## src/rtl/stopwatch_core.sv

```systemverilog
// Stopwatch datapath: prescaler, up/down min:sec counter with alarm, opcode FSM
// and a show-ahead lap-capture FIFO. sec/min are plain 8-bit binary.
module stopwatch_core #(
    parameter int TICK_DIV  = 50000000,
    parameter int MAX_MIN   = 99,
    parameter int LAP_DEPTH = 8,
    parameter int LAP_AW    = 3
) (
    input  logic              clk,
    input  logic              rst_b,
    input  logic              op_valid,
    input  logic [2:0]        operation,
    input  logic [7:0]        preset_min,
    input  logic [7:0]        preset_sec,
    output logic [7:0]        sec,
    output logic [7:0]        min,
    output logic              running,
    output logic              down_mode,
    output logic              expired,
    output logic              alarm,
    output logic [2:0]        saved_operation,
    input  logic              lap_rd,
    output logic [7:0]        lap_min,
    output logic [7:0]        lap_sec,
    output logic              lap_empty,
    output logic              lap_full,
    output logic [LAP_AW:0]   lap_count,
    output logic              lap_ovf
);

    localparam int              PW           = $clog2(TICK_DIV);
    localparam logic [PW-1:0]   PRESC_LAST   = PW'(TICK_DIV - 1);
    localparam logic [7:0]      MAX_MIN_V    = 8'(MAX_MIN);
    localparam logic [LAP_AW:0] LAP_FULL_CNT = (LAP_AW + 1)'(LAP_DEPTH);

    localparam logic [2:0] OP_START     = 3'b001;
    localparam logic [2:0] OP_STOP      = 3'b010;
    localparam logic [2:0] OP_CLEAR     = 3'b011;
    localparam logic [2:0] OP_LAP       = 3'b100;
    localparam logic [2:0] OP_LOAD      = 3'b101;
    localparam logic [2:0] OP_MODE_UP   = 3'b110;
    localparam logic [2:0] OP_MODE_DOWN = 3'b111;

    typedef enum logic [1:0] {S_IDLE, S_RUN, S_PAUSED, S_EXPIRED} state_t;

    state_t        r_state;
    logic [PW-1:0] r_presc;
    logic [7:0]    r_sec;
    logic [7:0]    r_min;
    logic          r_down;
    logic          r_running;
    logic          r_expired;
    logic          r_alarm;
    logic [2:0]    r_saved;

    logic [LAP_AW-1:0] r_wr_ptr;
    logic [LAP_AW-1:0] r_rd_ptr;
    logic [LAP_AW:0]   r_count;
    logic              r_ovf;
    logic [15:0]       r_lap_mem [LAP_DEPTH];

    logic   w_time_zero;
    logic   w_tick;
    logic   w_start_ok;
    logic   w_stop_ok;
    logic   w_clear_ok;
    logic   w_lap_ok;
    logic   w_load_ok;
    logic   w_mode_ok;
    logic   w_accept;
    logic   w_full;
    logic   w_pop;
    logic   w_push;
    logic [7:0] w_load_sec;
    logic [7:0] w_load_min;
    logic [7:0] w_sec_cnt;
    logic [7:0] w_min_cnt;
    logic   w_cnt_alarm;
    logic   w_cnt_expire;
    state_t w_state_next;
    logic [15:0] w_head;

    assign w_time_zero = (r_sec == 8'd0) && (r_min == 8'd0);
    assign w_tick      = (r_state == S_RUN) && (r_presc == PRESC_LAST);

    assign w_start_ok = op_valid && (operation == OP_START)
                        && ((r_state == S_IDLE) || (r_state == S_PAUSED))
                        && !(r_down && w_time_zero);
    assign w_stop_ok  = op_valid && (operation == OP_STOP) && (r_state == S_RUN);
    assign w_clear_ok = op_valid && (operation == OP_CLEAR);
    assign w_lap_ok   = op_valid && (operation == OP_LAP)
                        && ((r_state == S_RUN) || (r_state == S_PAUSED));
    assign w_load_ok  = op_valid && (operation == OP_LOAD) && (r_state != S_RUN);
    assign w_mode_ok  = op_valid
                        && ((operation == OP_MODE_UP) || (operation == OP_MODE_DOWN))
                        && ((r_state == S_IDLE) || (r_state == S_PAUSED));
    assign w_accept   = w_start_ok || w_stop_ok || w_clear_ok || w_lap_ok
                        || w_load_ok || w_mode_ok;

    assign w_load_sec = (preset_sec > 8'd59) ? 8'd59 : preset_sec;
    assign w_load_min = (preset_min > MAX_MIN_V) ? MAX_MIN_V : preset_min;

    // Time value one tick later, in the current direction.
    always_comb begin
        w_sec_cnt    = r_sec;
        w_min_cnt    = r_min;
        w_cnt_alarm  = 1'b0;
        w_cnt_expire = 1'b0;
        if (!r_down) begin
            if (r_sec >= 8'd59) begin
                w_sec_cnt = 8'd0;
                if (r_min >= MAX_MIN_V) begin
                    w_min_cnt   = 8'd0;
                    w_cnt_alarm = 1'b1;
                end else begin
                    w_min_cnt = r_min + 8'd1;
                end
            end else begin
                w_sec_cnt = r_sec + 8'd1;
            end
        end else begin
            if (r_sec != 8'd0) begin
                w_sec_cnt = r_sec - 8'd1;
                if ((r_sec == 8'd1) && (r_min == 8'd0)) begin
                    w_cnt_alarm  = 1'b1;
                    w_cnt_expire = 1'b1;
                end
            end else if (r_min != 8'd0) begin
                w_sec_cnt = 8'd59;
                w_min_cnt = r_min - 8'd1;
            end
        end
    end

    // STOP on a tick cycle still lets the tick land; only the state changes.
    always_comb begin
        w_state_next = r_state;
        if (w_clear_ok || w_load_ok) begin
            w_state_next = S_IDLE;
        end else if (w_start_ok) begin
            w_state_next = S_RUN;
        end else if (w_stop_ok) begin
            w_state_next = S_PAUSED;
        end else if (w_tick && w_cnt_expire) begin
            w_state_next = S_EXPIRED;
        end
    end

    always_ff @(posedge clk or posedge rst_b) begin
        if (rst_b) begin
            r_state   <= S_IDLE;
            r_presc   <= '0;
            r_sec     <= 8'd0;
            r_min     <= 8'd0;
            r_down    <= 1'b0;
            r_running <= 1'b0;
            r_expired <= 1'b0;
            r_alarm   <= 1'b0;
            r_saved   <= 3'b000;
        end else begin
            r_state   <= w_state_next;
            r_running <= (w_state_next == S_RUN);
            r_expired <= (w_state_next == S_EXPIRED);
            r_alarm   <= 1'b0;
            if (w_accept) begin
                r_saved <= operation;
            end
            if (w_mode_ok) begin
                r_down <= (operation == OP_MODE_DOWN);
            end
            if (w_clear_ok) begin
                r_sec   <= 8'd0;
                r_min   <= 8'd0;
                r_presc <= '0;
            end else if (w_load_ok) begin
                r_sec   <= w_load_sec;
                r_min   <= w_load_min;
                r_presc <= '0;
            end else if (r_state == S_RUN) begin
                if (w_tick) begin
                    r_presc <= '0;
                    r_sec   <= w_sec_cnt;
                    r_min   <= w_min_cnt;
                    r_alarm <= w_cnt_alarm;
                end else begin
                    r_presc <= r_presc + PW'(1);
                end
            end
        end
    end

    // A full FIFO still accepts a lap when a pop frees a slot in the same cycle.
    assign w_full = (r_count == LAP_FULL_CNT);
    assign w_pop  = lap_rd && (r_count != '0);
    assign w_push = w_lap_ok && (!w_full || w_pop);

    always_ff @(posedge clk or posedge rst_b) begin
        if (rst_b) begin
            r_wr_ptr <= '0;
            r_rd_ptr <= '0;
            r_count  <= '0;
            r_ovf    <= 1'b0;
        end else if (w_clear_ok) begin
            r_wr_ptr <= '0;
            r_rd_ptr <= '0;
            r_count  <= '0;
            r_ovf    <= 1'b0;
        end else begin
            if (w_push) begin
                r_wr_ptr <= r_wr_ptr + LAP_AW'(1);
            end
            if (w_pop) begin
                r_rd_ptr <= r_rd_ptr + LAP_AW'(1);
            end
            if (w_push && !w_pop) begin
                r_count <= r_count + (LAP_AW + 1)'(1);
            end else if (w_pop && !w_push) begin
                r_count <= r_count - (LAP_AW + 1)'(1);
            end
            if (w_lap_ok && w_full && !w_pop) begin
                r_ovf <= 1'b1;
            end
        end
    end

    always_ff @(posedge clk) begin
        if (w_push) begin
            r_lap_mem[r_wr_ptr] <= {r_min, r_sec};
        end
    end

    assign w_head = r_lap_mem[r_rd_ptr];

    assign sec             = r_sec;
    assign min             = r_min;
    assign running         = r_running;
    assign down_mode       = r_down;
    assign expired         = r_expired;
    assign alarm           = r_alarm;
    assign saved_operation = r_saved;
    assign lap_empty       = (r_count == '0);
    assign lap_full        = w_full;
    assign lap_count       = r_count;
    assign lap_ovf         = r_ovf;
    assign lap_min         = lap_empty ? 8'd0 : w_head[15:8];
    assign lap_sec         = lap_empty ? 8'd0 : w_head[7:0];

endmodule

```

## config.mk

```make
export PLATFORM = sky130hd
export DESIGN_NAME = stopwatch_core
export DESIGN_NICKNAME = d
export VERILOG_FILES = /design/src/rtl/stopwatch_core.sv
export SDC_FILE = /design/constraint.sdc
export NUM_CORES = 1
export LEC_CHECK = 0
export CORE_MARGIN = 2
export CORE_UTILIZATION = 25
export CTS_CLUSTER_SIZE = 16
export DETAILED_ROUTE_END_ITERATION = 8
export SYNTH_ARGS = -nofsm -noshare
export SYNTH_HDL_FRONTEND = slang
export SYNTH_SLANG_ARGS = --single-unit
```

## constraint.sdc

```tcl
create_clock -name clk -period 3.4 [get_ports clk]
set_input_delay 0.85 -clock clk [delete_from_list [all_inputs] [get_ports clk]]
set_output_delay 0.85 -clock clk [all_outputs]
set_load 0.01 [all_outputs]
```

==> impl_metrics.py <==
metrics = {
    "outcome": {
        "run_status": "finished, final reports clean",
    },
    "floorplan": {
        "die-area_mm2": 0.03749,
        "fp-row-count": 69,
        "pin_count": 69,
        "coreArea_mm2": 0.03548,
        "die_w_um": 193.6,
        "dieHeight_um": 193.6,
        "initial_core_util": 0.2533,
    },
    "timing": {
        "period_minus_slack_ps": 3314,
        "maxSlewViolCount": 0,
        "slew_headroom": 0.5484,
        "fin_crit_sh": 0.9746,
        "layout_setup_ws_ps": 86.27,
        "fin_tns_setup_ps": 0,
        "finalSetupViolCount": 0,
        "hold_viol": 0,
        "finClkSkew_ps": 8.788,
        "fmax_ghz": 0.3018,
        "tightest_slew_ps": 677.3,
    },
    "power_and_ir_drop": {
        "p_clk_frac": 0.254,
        "share_seq_of_total_power": 0.391,
        "switching_share": 0.3377,
        "leakage_nw": 3.958,
        "internal_power_w": 0.005490,
        "p_total_w": 0.008289,
        "power.density_mw_per_mm2": 748.1,
        "p_switching_w": 0.002799,
        "ir_worst_vdd_mv": 0.4489,
        "comb_power_share": 0.355,
    },
    "layout": {
        "fill_cells": 3507,
        "nNetsFinal": 807,
        "layout_commonest_cell": "edfxtp_1",
        "mostFrequentLayoutCells": "edfxtp_1 (128), nor2_1 (86), clkdlybuf4s50_1 (68)",
        "area_delta_synth_final_pct": 23.26,
        "num_antenna_cells": 0,
        "layout-drive-gt1-share": 0.1624,
        "stdcell_area_mm2": 0.01108,
    },
    "job": {
        "maxCapViolCount": 0,
    },
    "routing": {
        "vias": 5920,
        "wl_um": 21630,
        "drt-wirelength-per-cell_um": 17.40,
        "first_pass_iters": 5,
        "drcViolationCount": 0,
        "drt_iter0_drc": 426,
        "ant_nets": 0,
        "viasPerCell": 4.763,
    },
    "cts": {
        "numCtsBuffers": 17,
        "clk_pin_slew_worst_paths_ps": 70,
        "htree_levels": 4,
        "cts_tree": "built",
        "cts_root_buf": "clkbuf_16",
        "cts_max_path_buffers": 2,
        "numClockSinks": 190,
        "clk_latency_ps": 440,
    },
    "placement": {
        "placed_cell_area_mm2": 0.01042,
        "gp_congestion": 0.7829,
        "place_ws_ps": 214.2,
        "io_buffer_count": 68,
        "dp_hpwl_um": 14300,
    },
    "grt": {
        "grt_util_all_layers": 0.1158,
        "grt_max_degree": 44,
        "grt-ovfl-total": 0,
        "grt_pass1_vias": 5782,
        "antenna_found_initial": 0,
        "grt_pass1_wl_um": 33790,
    },
    "synthesis": {
        "synth_seq_cells": 190,
        "synth_ff_type": "edfxtp_1",
        "synth_seq_area_share": 0.6002,
        "synth_area_mm2": 0.008989,
        "ys_async_sr_fraction": 0.3263,
        "synth-edff-count": 128,
        "yosys.cell_types.count": 76,
        "synthCells": 679,
        "ys_warn_count": 0,
        "syn_nets": 717,
        "avgSynthCellArea_um2": 13.24,
    },
    "worst_setup_path": {
        "cp_max_fo": 10,
        "critical_path_required_ps": 2550,
        "cp.depth": 5,
        "r2r_setup_slack_ps": 680,
        "critical_path_class": "register to output port",
        "path_delay_family": "multiplexers",
        "startpoint_type": "register",
        "path_cells": "buf_4 > mux4_2 > mux2i_2 > nor2_1 > clkdlybuf4s50_1",
        "crit_arrival_ps": 2460,
        "max_stage_delay_ps": 540,
        "end_kind": "output port",
        "cp_slowest_cell": "mux4_2",
        "path_buf_inv": 2,
        "reg2regPathDepth": 9,
    },
    "worst_hold_path": {
        "hold_depth": 1,
        "hp-class": "register to register",
    },
}
[logic make-up (layout without fill, tap and decap cells)]
| group | Yosys count | after routing | share of synthesized area |
|---|---|---|---|
| mux | 55 | 55 | 0.1080 |
| compound gates | 100 | 100 | 0.07698 |
| simple gates | 241 | 241 | 0.1389 |
| flops | 190 | 190 | 0.6002 |
| xor+xnor | 33 | 33 | 0.03216 |
| buf+inv | 45 | 148 | 0.02199 |
| fa+ha+maj | 15 | 15 | 0.02172 |
[path summary, 6_finish.rpt]
kind / startpoint / end
hold / removal: saved_operation[0] / saved_operation[0]
setup reg to reg: lap_count[1] / lap_count[3]
min in group asynchronous: rst_b / r_presc[19]
hold reg to reg: saved_operation[0] / saved_operation[0]
setup / recovery: r_rd_ptr[0] / lap_sec[0]
max in group asynchronous: rst_b / r_rd_ptr[0]
[registers in the layout (all words and copies together) (netlist names)]
name             count
lap_count            4
min                  8
r_rd_ptr             3
r_state              2
saved_operation      3
r_lap_mem          128
expired              1
alarm                1
r_wr_ptr             3
running              1
r_presc             26
lap_ovf              1
sec                  8
down_mode            1
[cells in the mapped netlist, types with 8 or more instances]
master,n,area [um2]
a21oi_1,29,145.1
and3_1,10,62.56
buf_2,11,55.05
clkbuf_1,17,63.81
dfrtp_1,62,1551
edfxtp_1,128,3844
ha_1,14,175.2
inv_1,14,52.55
mux2i_1,16,160.2
mux4_2,32,720.7
nand2_1,45,168.9
nand3_1,22,110.1
nand4_1,12,75.07
nor2_1,86,322.8
nor3_1,13,65.06
nor4_1,8,50.05
o21ai_0,12,60.06
xnor2_1,13,113.9
xor2_1,20,175.2
[layout make-up]
type                            count  area, um2  share of cell area
Inverter                           14      52.55            0.004743
Timing Repair Buffer              102       1032             0.09317
Clock buffer                       19      432.9             0.03907
Tap cell                          461      576.8             0.05206
Sequential cell                   190       5396              0.4871
Clock inverter                     13      175.2             0.01581
Multi-Input combinational cell    444       3413              0.3081
[through the flow]
| stage | utilization | hold WS, ps | instances |
|---|---|---|---|
| after global routing | 0.3122 | 548.3 | 1243 |
| after CTS | 0.3109 | 526.6 | 1240 |
| after global placement | 0.2937 | 492.2 | 1208 |
| after detailed placement | 0.2937 | 498.3 | 1208 |
| final | 0.3122 | 522.1 | 1243 |
| after floorplan | - | 476.1 | 679 |
[power by group through the flow]
stage	registers [W]	clock network, W	logic [W]
final	0.00324	0.00211	0.00294
after global routing	0.00330	0.00224	0.00320
after CTS	0.00324	0.00214	0.00290
after detailed placement	0.00329	0	0.00289
after global placement	0.00327	0	0.00286
after floorplan	0.00316	0	0.00179
[worst reg2reg max path, stage by stage, from the launching register on]
cell and delay, ps:
dfrtp_1 430, or3_1 490, o21ai_1 360, nand2_1 190, ha_1 310, a21o_1 180, a21oi_1 250, nand4_1 130
a21o_1 190, a21oi_1 120
[what timing repair did]
action                     CTS  global route
resized for setup            1             2
cloned                       0             1
hold endpoints to repair     0             0
hold buffers                 0             0
setup endpoints to repair    1             5
setup buffers                0             2
[routing by layer]
| layer | wire (um) | GRT usage | vias up | share of wire |
|---|---|---|---|---|
| li1 | - | - | 2750 | - |
| met1 | 10080 | 0.1603 | 3003 | 0.47 |
| met2 | 10220 | 0.1829 | 144 | 0.47 |
| met3 | 1042 | 0.02418 | 23 | 0.048 |
| met4 | 286 | 0.03478 | 0 | 0.013 |
| met5 | 0 | 0 | - | 0 |
(Power assumes the default switching activity.)
